[config.mk]
export PLATFORM = sky130hd
export DESIGN_NAME = ram_requester
export DESIGN_NICKNAME = d
export VERILOG_FILES = /design/src/rtl/ram_requester.sv
export SDC_FILE = /design/constraint.sdc
export NUM_CORES = 1
export LEC_CHECK = 0
export ABC_CLOCK_PERIOD_IN_PS = 3400
export CORE_MARGIN = 2
export CORE_UTILIZATION = 48
export CTS_CLUSTER_DIAMETER = 30
export DETAILED_ROUTE_END_ITERATION = 10
export PLACE_DENSITY = 0.85
export SYNTH_ARGS = -nofsm -noshare
export SYNTH_HDL_FRONTEND = slang
export SYNTH_SLANG_ARGS = --single-unit
[constraint.sdc]
create_clock -name CLK -period 3.4 [get_ports CLK]
set_input_delay 0.51 -clock CLK [delete_from_list [all_inputs] [get_ports CLK]]
set_output_delay 0.51 -clock CLK [all_outputs]
set_load 0.005 [all_outputs]
[src/rtl/ram_requester.sv]
// Arbitrates the I and D ports onto one RAM; done pulses L+3 cycles after grant for a RAM of latency L.
// Requesters hold requests until their done pulse; one IDLE cycle separates RESP from the next grant.
package cpu_types_pkg;
    typedef logic [31:0] word_t;
    typedef enum logic [1:0] {FREE, BUSY, ACCESS, ERROR} ramstate_t;
endpackage

module ram_requester
    import cpu_types_pkg::*;
#(
    parameter int    TIMEOUT = 64,
    parameter word_t BAD     = 32'hBAD1BAD1
) (
    input  logic      CLK,
    input  logic      RST,
    input  logic      iREN,
    input  word_t     iaddr,
    input  logic      dREN,
    input  logic      dWEN,
    input  word_t     daddr,
    input  word_t     dstore,
    output word_t     iload,
    output word_t     dload,
    output logic      idone,
    output logic      ddone,
    output logic      ierr,
    output logic      derr,
    output logic      err_sticky,
    output logic      ramREN,
    output logic      ramWEN,
    output word_t     ramaddr,
    output word_t     ramstore,
    input  word_t     ramload,
    input  ramstate_t ramstate
);
    typedef enum logic [1:0] {IDLE, BUSY_I, BUSY_D, RESP} state_t;

    localparam logic [31:0] CNT_LAST = 32'(TIMEOUT - 1);

    state_t      state;
    logic        last_grant;   // 0 = I port, 1 = D port
    logic        cur_grant;
    logic [31:0] cnt;
    logic        d_req;
    logic        grant_d;
    logic        hit;
    logic        finish;

    always_comb begin
        d_req   = dREN | dWEN;
        grant_d = d_req && (!iREN || !last_grant);
        hit     = (ramstate == ACCESS);
        finish  = hit || (ramstate == ERROR) || (cnt == CNT_LAST);
    end

    // RAM-facing outputs are the latched request itself, so they cannot move during BUSY.
    always_ff @(posedge CLK) begin
        if (RST) begin
            state      <= IDLE;
            last_grant <= 1'b0;
            cur_grant  <= 1'b0;
            cnt        <= '0;
            iload      <= '0;
            dload      <= '0;
            idone      <= 1'b0;
            ddone      <= 1'b0;
            ierr       <= 1'b0;
            derr       <= 1'b0;
            err_sticky <= 1'b0;
            ramREN     <= 1'b0;
            ramWEN     <= 1'b0;
            ramaddr    <= '0;
            ramstore   <= '0;
        end else begin
            idone <= 1'b0;
            ddone <= 1'b0;
            ierr  <= 1'b0;
            derr  <= 1'b0;
            unique case (state)
                IDLE: begin
                    cnt <= '0;
                    if (grant_d) begin
                        cur_grant <= 1'b1;
                        if (dREN && dWEN) begin
                            state      <= RESP;
                            ddone      <= 1'b1;
                            derr       <= 1'b1;
                            dload      <= BAD;
                            err_sticky <= 1'b1;
                        end else begin
                            state    <= BUSY_D;
                            ramREN   <= dREN;
                            ramWEN   <= dWEN;
                            ramaddr  <= daddr;
                            ramstore <= dWEN ? dstore : '0;
                        end
                    end else if (iREN) begin
                        cur_grant <= 1'b0;
                        state     <= BUSY_I;
                        ramREN    <= 1'b1;
                        ramWEN    <= 1'b0;
                        ramaddr   <= iaddr;
                        ramstore  <= '0;
                    end
                end
                BUSY_I, BUSY_D: begin
                    cnt <= cnt + 32'd1;
                    if (finish) begin
                        state    <= RESP;
                        ramREN   <= 1'b0;
                        ramWEN   <= 1'b0;
                        ramaddr  <= '0;
                        ramstore <= '0;
                        if (!hit)
                            err_sticky <= 1'b1;
                        if (state == BUSY_I) begin
                            idone <= 1'b1;
                            ierr  <= !hit;
                            iload <= hit ? ramload : BAD;
                        end else begin
                            ddone <= 1'b1;
                            derr  <= !hit;
                            dload <= !hit ? BAD : (ramWEN ? '0 : ramload);
                        end
                    end
                end
                RESP: begin
                    last_grant <= cur_grant;
                    state      <= IDLE;
                end
                default: state <= IDLE;
            endcase
        end
    end
endmodule

==> impl_results.md <==
- Clock Latency Late Sink: 0.43 ns
- Worst EP arrival: 3.08 ns
- Core area: 15,100 um2
- Via Count: 7,184
- First-pass GRT wire length: 35,400 um
- Placed insts: 1,190
- FF/Latch Area: 3420 um2
- Setup bufs post-CTS: 0
- # fillers: 1,093
- Measured slew at the worst slew-check pin: 0.903 ns
- Fin. max-slew vios: 0
- Final GP Congestion: 0.840
- Pin count of the biggest net entering global routing: 66
- Crit. Startpoint: cnt[0]$_SDFFE_PP0N_
- Root buf cell: clkbuf_16
- WP data required: 3.72 ns
- Status: complete, no violations
- Share of cells above drive strength 1: 10.8%
- Peak supply drop: 569 uV
- Avg Inst Size Synth: 9.31 um2
- Fin cells: 1,224
- # DRC: 0
- Post-Syn Nets: 934
- Die ar.: 16,400 um2
- Area Overhead vs Synth: 45.7%
- GRT Util Overall: 27.3%
- Seq cells post-synth: 171
- Post-synth top area share: 46.4%
- H-tree depth: 4
- RSZ-0062 raised after global routing: no
- Num CTS Buffers: 17
- Vias in the first global route: 6,778
- Post-synth ARST share: 0%
- Seq/Total Area, Yosys: 46.4%
- Primary FF master, synth: dfxtp_1
- Post-DP HPWL: 15,400 um
- Mapped Area: 7380 um2
- Top cells by area, synth: dfxtp_1, a21oi_1, a31o_1
- Die H: 128 um
- CP Class: reg2reg
- Startpoint Class: flip-flop
- Total of max-cap violations: 0
- WL/cell: 18.5 um
- Worst hold path class: reg2reg
- Pwr/cell area: 731 nW/um2
- Number of port buffers: 269
- Area leader, netlist: dfxtp_1
- Drt pass-1 iters: 4
- Final setup fails: 0
- Crit path to: ramstore[9]$_SDFFE_PP0P_
- Setup TNS: 0 ns
- R2R setup slack: 0.65 ns
- Worst slew margin: 39.3%
- Fin nets: 1,162
- Remaining global-route overflow: 0
- Clk slew on worst S/H paths: 0.07 ns
- Post-synth EDFFs: 0
- First-iteration detailed-routing DRC count: 631
- Starting Density: 48.9%
- Worst r2r dst: ramstore[9]$_SDFFE_PP0P_
- Min Tclk post-route: 2.75 ns
- FF-to-FF path depth: 7
- Area of the multi-input gates: 3610 um2
- Row Count: 45
- Via-to-Cell Ratio: 5.87
- Initial antenna violation count: 2
- Worst r2r src: cnt[0]$_SDFFE_PP0N_
- Hold_buf cts: 0
- Final Cycle Share: 81.0%
- Final hold vios: 0
- Hold Path Depth: 2
- Synth Instances: 793
- Worst setup EP type: flip-flop
- TritonCTS clock tree: yes
- Die width: 128 um
- Ports: 270
- Unique masters post-synth: 52
- Crit path max fanout: 28
- Leak pwr: 0.00393 uW
- PostCTS Resize Cnt: 0
- Synth Warn #: 0
- Clk buf depth: 2
- Antenna Nets Post-Route: 0
- Clk_skew: 0.0123 ns
- Max Clock Freq: 363 MHz
- Clock tree sinks: 171
- Final WL: 22,700 um
[power by group]
part	internal [uW]	switching, uW
Sequential	2480	252
Combinational	1520	1700
Clock	1040	874
Total	5030	2830
[metal layers]
layer	vias up	wire length (um)	global-route usage [%]	share of wire, %
met5	-	0	0	0
met4	0	652	11.1	2.9
met3	38	1790	8.93	7.9
met2	304	11200	45.7	50
met1	3414	8980	32.2	40
li1	3428	-	-	-
[synthesized netlist by cell type (2+ instances only)]
cell type	count
dfxtp_1	171
a21oi_1	70
clkbuf_1	50
nand2_1	50
nor2_1	41
a31o_1	40
nor4_1	38
mux2i_1	35
nor3_1	35
o21ai_0	32
nand4_1	27
a31o_2	25
buf_2	24
a211oi_1	21
xor2_1	19
o221a_2	18
nand4b_1	15
inv_1	10
xnor2_1	8
nand3_1	7
ha_1	6
and3_1	5
or3_1	5
and4_1	4
nor2b_1	3
nor4b_1	3
a31oi_1	2
buf_1	2
nand3_2	2
nor2_2	2
nor4_4	2
[worst min-delay path by stage]
stage | start | endpoint | slack [ns]
after floorplan | last_grant$_SDFFE_PP0N_ | last_grant$_SDFFE_PP0N_ | 0.46
after global placement | ramaddr[7]$_SDFFE_PP0P_ | ramaddr[7]$_SDFFE_PP0P_ | 0.46
after detailed placement | ramaddr[8]$_SDFFE_PP0P_ | ramaddr[8]$_SDFFE_PP0P_ | 0.46
after CTS | iload[19]$_SDFFE_PP0P_ | iload[19]$_SDFFE_PP0P_ | 0.47
after global routing | ramaddr[8]$_SDFFE_PP0P_ | ramaddr[8]$_SDFFE_PP0P_ | 0.49
final | iload[10]$_SDFFE_PP0P_ | iload[10]$_SDFFE_PP0P_ | 0.47
[area by class of cell]
cell class                      instances  share of cell area [%]
Inverter                               11                   0.384
Clock buffer                           17                    3.96
Clock inverter                         15                    1.44
Antenna cell                            2                  0.0465
Tap cell                              188                    2.19
Timing Repair Buffer                  287                    26.6
Multi-Input combinational cell        533                    33.6
Sequential cell                       171                    31.8
[cells in the final DEF, fill, tap and decap left out, types with 4 or more instances in the layout]
| master | instances |
|---|---|
| and4_1 | 4 |
| nand2_1 | 49 |
| or3_1 | 5 |
| clkinv_4 | 4 |
| dfxtp_1 | 171 |
| a31o_1 | 40 |
| nor3_1 | 34 |
| buf_4 | 15 |
| a31o_2 | 25 |
| nand3_1 | 7 |
| a21oi_1 | 70 |
| nand4_1 | 27 |
| inv_1 | 9 |
| o221a_2 | 18 |
| ha_1 | 6 |
| nor4_1 | 38 |
| and3_1 | 5 |
| a211oi_1 | 21 |
| nand4b_1 | 15 |
| inv_6 | 6 |
| clkdlybuf4s50_1 | 268 |
| clkbuf_16 | 17 |
| xnor2_1 | 8 |
| nor2_1 | 41 |
| o21ai_0 | 32 |
| mux2i_1 | 35 |
| xor2_1 | 19 |
[cell families after synthesis]
family | share of synthesized area [%]
simple gates | 18.7
compound gates | 20.7
flops | 46.4
buf+inv | 5.08
mux | 4.90
xor+xnor | 3.20
fa+ha+maj | 1.02
[state kept, by name, summed over array words and instances (netlist names)]
| register | cells |
|---|---|
| ddone | 1 |
| ramaddr | 32 |
| ierr | 1 |
| ramstore | 32 |
| ramWEN | 1 |
| cnt | 32 |
| state | 2 |
| err_sticky | 1 |
| last_grant | 1 |
| derr | 1 |
| dload | 32 |
| iload | 32 |
| ramREN | 1 |
| cur_grant | 1 |
| idone | 1 |
[metrics by stage]
stage,total power (uW),hold WS [ns],area [um2],utilization (%),setup slack (ns)
after floorplan,4370,0.460,7380,-,1.19
after global placement,5910,0.456,10200,67.4,0.631
after detailed placement,5940,0.462,10200,67.4,0.651
after CTS,7860,0.474,10700,71.2,0.634
after global routing,8250,0.489,10800,71.3,0.490
final,7860,0.471,10800,71.3,0.646
[worst max-delay path: stages, from the launching register on]
cell and delay [ns]:
dfxtp_1 0.37, ha_1 0.24, nor4b_1 0.28, and4_1 0.35, a21bo_1 0.20, nand3_2 0.49, buf_4 0.44, a31o_2 0.27
No activity file was read; power rests on OpenSTA's default activity.
==> RTL change 1: new RTL, same flow settings <==
Re-encode `state_t` (4 states) as Gray code, 2 bits wide.
--- a/src/rtl/ram_requester.sv
+++ b/src/rtl/ram_requester.sv
@@ -34,5 +34,5 @@
     input  ramstate_t ramstate
 );
-    typedef enum logic [1:0] {IDLE, BUSY_I, BUSY_D, RESP} state_t;
+    typedef enum logic [1:0] {IDLE = 2'b00, BUSY_I = 2'b01, BUSY_D = 2'b11, RESP = 2'b10} state_t;
 
     localparam logic [31:0] CNT_LAST = 32'(TIMEOUT - 1);
Behaviour: no difference found for any inputs over 4 cycles, from zero or initial values and one cycle with RST high; so few cycles prove little.
==> RTL change 1 against the unedited design <==
  * First-iteration DRC count down 25%
  * Area after synthesis is 0.24% lower
  * Sequential cell count did not move
  * Wire length decreased by 8.9%
  * Via count shrank 2.3%
  * Setup slack improved by 6.8 ps
  * Cell area fell by 0.14%
  * Non-clock buffer count down 1
  * Fmax increased by 0.25%
  * Critical endpoint is now ramstore[13]
  * Highest routed layer unchanged
Power is not compared: it rests on default switching activity, and its combinational part moved more than twofold at a synthesized area within 25%.
==> RTL change 1: results (changes against the unedited design) <==
* Number of DRC markers in iteration 0 at 473 (-25%)
* M1 wire length at 8800 um (-2.0%)
* Reg-to-reg endpoint: ramstore[13]
* Met1 Use GR at 0.3100 (-0.01224)
* Outcome: completed
* Fill cells at 1,127 (+3.1%)
* Worst clock skew at 7.762 ps (-4.521 ps)
* Fin cells at 1,235 (+0.90%)
* Clock buffer depth at 2 (unchanged)
* Mean number of vias per cell at 5.682 (-3.2%)
* Dpl ws at 514.6 ps (-136.7 ps)
* Ys flop type: dfxtp_1
* Root Buffer: clkbuf_16
* Hold Startpoint: ramaddr[16]
* Maximum vdd drop at between 0.4 and 0.5 mV
* Drt wl/cell at 16.71 um (-9.8%)
* R2R depth at 7 (unchanged)
* Area Growth Syn to Fin at 45.80% (about the same)
* Met3 WL at 1192 um (-34%)
* CP peak stage delay at 950 ps (+460 ps)
* Top post-synthesis cells by count: dfxtp_1 (171), a21oi_1 (74), clkbuf_1 (56)
* Slowest-stage cell, CP: and2_1
* Unique masters post-synth at 51 (-1.9%)
* Worst r2r src: state[0]
* Cells after Synth at 806 (+1.6%)
* Max-slew headroom at 0.1820 (-0.2109)
* Placed cell area at 0.01010 mm^2 (-0.71%)
* CP max FO at 33 (+18%)
* CP Data Arrival Time at 3070 ps (about the same)
* Post-synthesis sequential area ratio at 0.4648 (+0.001103)
* GRT Total Usage at 0.2447 (-0.02784)
* # diodes at 0 (-2)
* Initial antenna violation count at 0 (-2)
* CTS H-Tree Depth at 4 (unchanged)
* Ys async rst share at 0 (unchanged)
* WHS Endpoint: ramaddr[16]
* Pin count of the biggest net entering global routing at 86 (+30%)
* GPL Wtd Cong at 0.7904 (-5.9%)
* Switching share of total power at 0.2803
* CTS resizes at 0 (unchanged)
* Fraction of layout cells with a size suffix above 1 at 0.07545 (-0.03286)
* Met2 usage at 0.4124 (-0.04498)
* Min-Delay Path Depth at 2 (unchanged)
* Met3 Usage GRT at 0.04758 (-0.04174)
* DR pass1 iterations at 4 (unchanged)
* Metal2 WL at 10,070 um (-10%)
* First-pass GRT wire length at 32,570 um (-8.0%)
* Worst hold slack at 470.7 ps (-0.5310 ps)
* Vias in the first global route at 6,333 (-6.6%)
* CTS clk-pin slew, worst paths at 60 ps
* Clock Latency Late Sink at 420 ps
* Syn nets at 948 (+1.5%)
* HPWL after DPL at 13,960 um (-9.5%)
* Synth area leaders: dfxtp_1 (46%), a21oi_1 (5.0%), mux2i_1 (4.6%), o32ai_1 (4.0%), or4_1 (3.3%)
* Leakage power at 3.785 nW
* Post-CTS Setup Bufs at 0 (unchanged)
* Worst hold path class: flop to flop
==> RTL change 1: cell types whose count changed after synthesis, sizes merged, moves of 18 or more <==
cell	before	now
a31o	65	0
inv	10	45
o32ai	0	34
nand3	9	40
or4	1	32
nor4	41	15
a211oi	22	4
nand4	27	9
==> RTL change 1: cell type report <==
cell class	instances	area share
Clock buffer	20	0.04253
Timing Repair Buffer	286	0.2635
Inverter	45	0.01573
Tap cell	188	0.02190
Clock inverter	12	0.01736
Multi-Input combinational cell	513	0.3202
Sequential cell	171	0.3188
==> RTL change 1: worst max-delay path by stage <==
stage	startpoint	slack [ps]	to
detailed placement	dWEN	510	ramstore[13]
finish	state[0]	650	ramstore[13]
CTS	state[0]	690	ramstore[13]
floorplan	state[0]	1170	ramaddr[25]
global placement	dREN	580	ramstore[7]
global route	state[0]	380	ramstore[15]
==> RTL change 1: power by group through the flow <==
stage	Sequential (mW)	Clock, mW	Combinational (mW)
2_1_floorplan	2.42	0	0.769
3_3_place_gp	2.39	0	1.56
3_5_place_dp	2.40	0	1.58
4_1_cts	2.36	2.11	1.59
5_1_grt	2.39	2.19	1.72
6_report	2.36	2.08	1.59
==> RTL change 1: worst min-delay path, delay by kind of cell, from the launching register on <==
family,cells,cell delay (ps)
flip-flops,1,300
AO/OA/AOI/OAI,2,120
==> RTL change 1: cell families (layout without fill, tap and decap cells) <==
family,count (synthesis),after routing,synth area share
AO/OA/AOI/OAI,222,222,0.2100
AND/OR/NAND/NOR,222,222,0.1641
flip-flops,171,171,0.4648
buffers and inverters,122,363,0.06981
multiplexers,34,34,0.04620
XOR/XNOR,28,28,0.03329
adder cells (fa/ha/maj),7,7,0.01189
==> RTL change 2: new RTL, config.mk and constraints unchanged <==
Without the edit above. `TIMEOUT`: 64 -> 48.
--- a/src/rtl/ram_requester.sv
+++ b/src/rtl/ram_requester.sv
@@ -9,5 +9,5 @@
     import cpu_types_pkg::*;
 #(
-    parameter int    TIMEOUT = 64,
+    parameter int    TIMEOUT = 48,
     parameter word_t BAD     = 32'hBAD1BAD1
 ) (
Check against the original RTL: no difference found for any inputs over 4 cycles, from zero or initial values and one cycle with RST high; that may be too few to reach the edited logic, so the function may still have changed.
==> RTL change 2 against the unedited design <==
  * Setup slack improved by 180 ps
  * Count of clock-buffer cells in the layout rose by 4
  * Hold slack gained 7.4 ps
  * Cell area increased by 0.62%
  * Final cell count increased by 0.41%
  * Combinational power grew 2%
  * Clock power up 9.9%
  * Power increased by 3.4%
  * Area after synthesis about the same
  * Sequential cell count did not move
  * Wire length up 4.7%
==> RTL change 2: results (changes against the unedited design) <==
* CTS H-Tree Depth at 4 (unchanged)
* Leakage power at 3.953 nW (+0.63%)
* R2R depth at 5 (-2)
* Drt wl/cell at 19.31 um (+4.3%)
* Min-Delay Path Depth at 2 (unchanged)
* Worst clock skew at 9.502 ps (-2.781 ps)
* Switching share of total power at 0.3432 (-0.01664)
* Post-CTS Setup Bufs at 0 (unchanged)
* Maximum vdd drop at 0.5924 mV (+4.2%)
* Syn nets at 942 (+0.86%)
* GRT Total Usage at 0.2873 (+0.01479)
* Port-buffer cells at 269 (unchanged)
* Worst hold path class: flop to flop
* Yosys warnings at 0 (unchanged)
* DR pass1 iterations at 5 (+1)
* Flop2flop setup slack at 820 ps (+180 ps)
* CTS clk-pin slew, worst paths at 60 ps
* GPL Wtd Cong at 0.7935 (-5.6%)
* Slew @ Worst Pin at 994.6 ps (+91.40 ps)
* Reg-to-reg endpoint: iload[23]
* Seq. cell area at 0.003423 mm^2 (unchanged)
* Worst r2r src: state[0]
* Number of DRC markers in iteration 0 at 483 (-23%)
* CTS resizes at 0 (unchanged)
* Fraction of layout cells with a size suffix above 1 at 0.1499 (+0.04154)
* Post-synthesis sequential area ratio at 0.4635 (about the same)
* Final setup viols at 0 (unchanged)
* Final nets at 1,170 (+0.69%)
* CP Data Arrival Time at 2940 ps (-140 ps)
* Root Buffer: clkbuf_16
* Synth area leaders: dfxtp_1 (46%), a31o_2 (7.7%), a21oi_1 (5.3%), mux2i_1 (4.7%), nor4_1 (3.3%)
* Top post-synthesis cells by count: dfxtp_1 (171), a21oi_1 (78), a31o_2 (65)
* Clock buffer depth at 2 (unchanged)
* WHS Endpoint: dload[17]
* Pin count of the biggest net entering global routing at 66 (unchanged)
* Unique masters post-synth at 53 (+1.9%)
* Mean number of vias per cell at 5.887 (+0.30%)
* Outcome: completed
* Hold Startpoint: dload[17]
* CP max FO at 18 (-36%)
* Clock Latency Late Sink at around 420 ps
* First-pass GRT wire length at 37,320 um (+5.4%)
* Ys async rst share at 0 (unchanged)
* Placed cell area at 0.01018 mm^2 (about the same)
* # diodes at 0 (-2)
* Initial antenna violation count at 1 (-1)
* Fill cells at 1,093 (unchanged)
* Post-synth top area cell: dfxtp_1
* CTS buffer count at 17 (unchanged)
* Vias in the first global route at 7,092 (+4.6%)
* HPWL after DPL at 16,400 um (+6.4%)
* Dpl ws at 718.9 ps (+67.64 ps)
## RTL change 2: changes by cell type after synthesis, moves of 10 or more
cell / delta
a31o_1: -40
a31o_2: +40
xnor2_1: +10
xor2_1: -17
## RTL change 2: final cells by class
cell class / count / area share
inverter: 13 / 0.004510
clock inverter: 10 / 0.01515
sequential: 171 / 0.3164
clock buffer: 21 / 0.04440
tap: 188 / 0.02174
multi-input combinational: 537 / 0.3333
timing repair buffer: 289 / 0.2646
## RTL change 2: power groups by stage
stage	Sequential [mW]	Clock, mW	Combinational [mW]
2_1_floorplan	2.79	0	1.59
3_5_place_dp	2.78	0	3.24
6_report	2.75	2.10	3.28
4_1_cts	2.75	2.12	3.27
5_1_grt	2.80	2.21	3.51
3_3_place_gp	2.76	0	3.21
## RTL change 2: how the worst max path moves through the flow
stage | start | to | slack, ps | cells past startpoint
2_1_floorplan | state[0] | ramstore[16] | 1140 | 9
3_3_place_gp | ramstate[1] | ramaddr[8] | 760 | 6
3_5_place_dp | ramstate[1] | iload[23] | 720 | 5
4_1_cts | state[0] | cnt[31] | 860 | 6
5_1_grt | state[0] | iload[23] | 600 | 5
6_report | state[0] | iload[23] | 820 | 5
## RTL change 2: critical path, stage by stage (launching register included)
cell     delay [ps]
dfxtp_1         430
inv_1            80
ha_1            510
nand2_1         400
nor2_2          770
o221a_2         310
## RTL change 2: through the flow
stage / cells / hold slack, ps / total power [mW]
after floorplan: 801 / 458.5 / 4.374
after global placement: 1198 / 457.3 / 5.973
after detailed placement: 1198 / 467.1 / 6.015
after CTS: 1229 / 475.7 / 8.136
after global routing: 1229 / 494.8 / 8.513
final: 1229 / 478.6 / 8.130
## RTL change 2: kinds of logic (layout without fill, tap and decap cells)
group                    after synthesis  in the layout  synth area share
AND/OR/NAND/NOR                      244            244            0.1863
XOR/XNOR                              20             20           0.02372
buffers and inverters                 93            333           0.05218
multiplexers                          36             36           0.04896
adder cells (fa/ha/maj)                6              6           0.01016
flip-flops                           171            171            0.4635
AO/OA/AOI/OAI                        231            231            0.2151
## RTL change 2: per-layer routing
| layer | vias up | global-route usage | wire length [um] |
|---|---|---|---|
| met3 | 44 | 0.08681 | 1603 |
| met5 | - | 0 | 13 |
| met2 | 248 | 0.5020 | 12300 |
| met1 | 3482 | 0.3391 | 9227 |
| met4 | 2 | 0.08920 | 597 |
| li1 | 3459 | - | - |
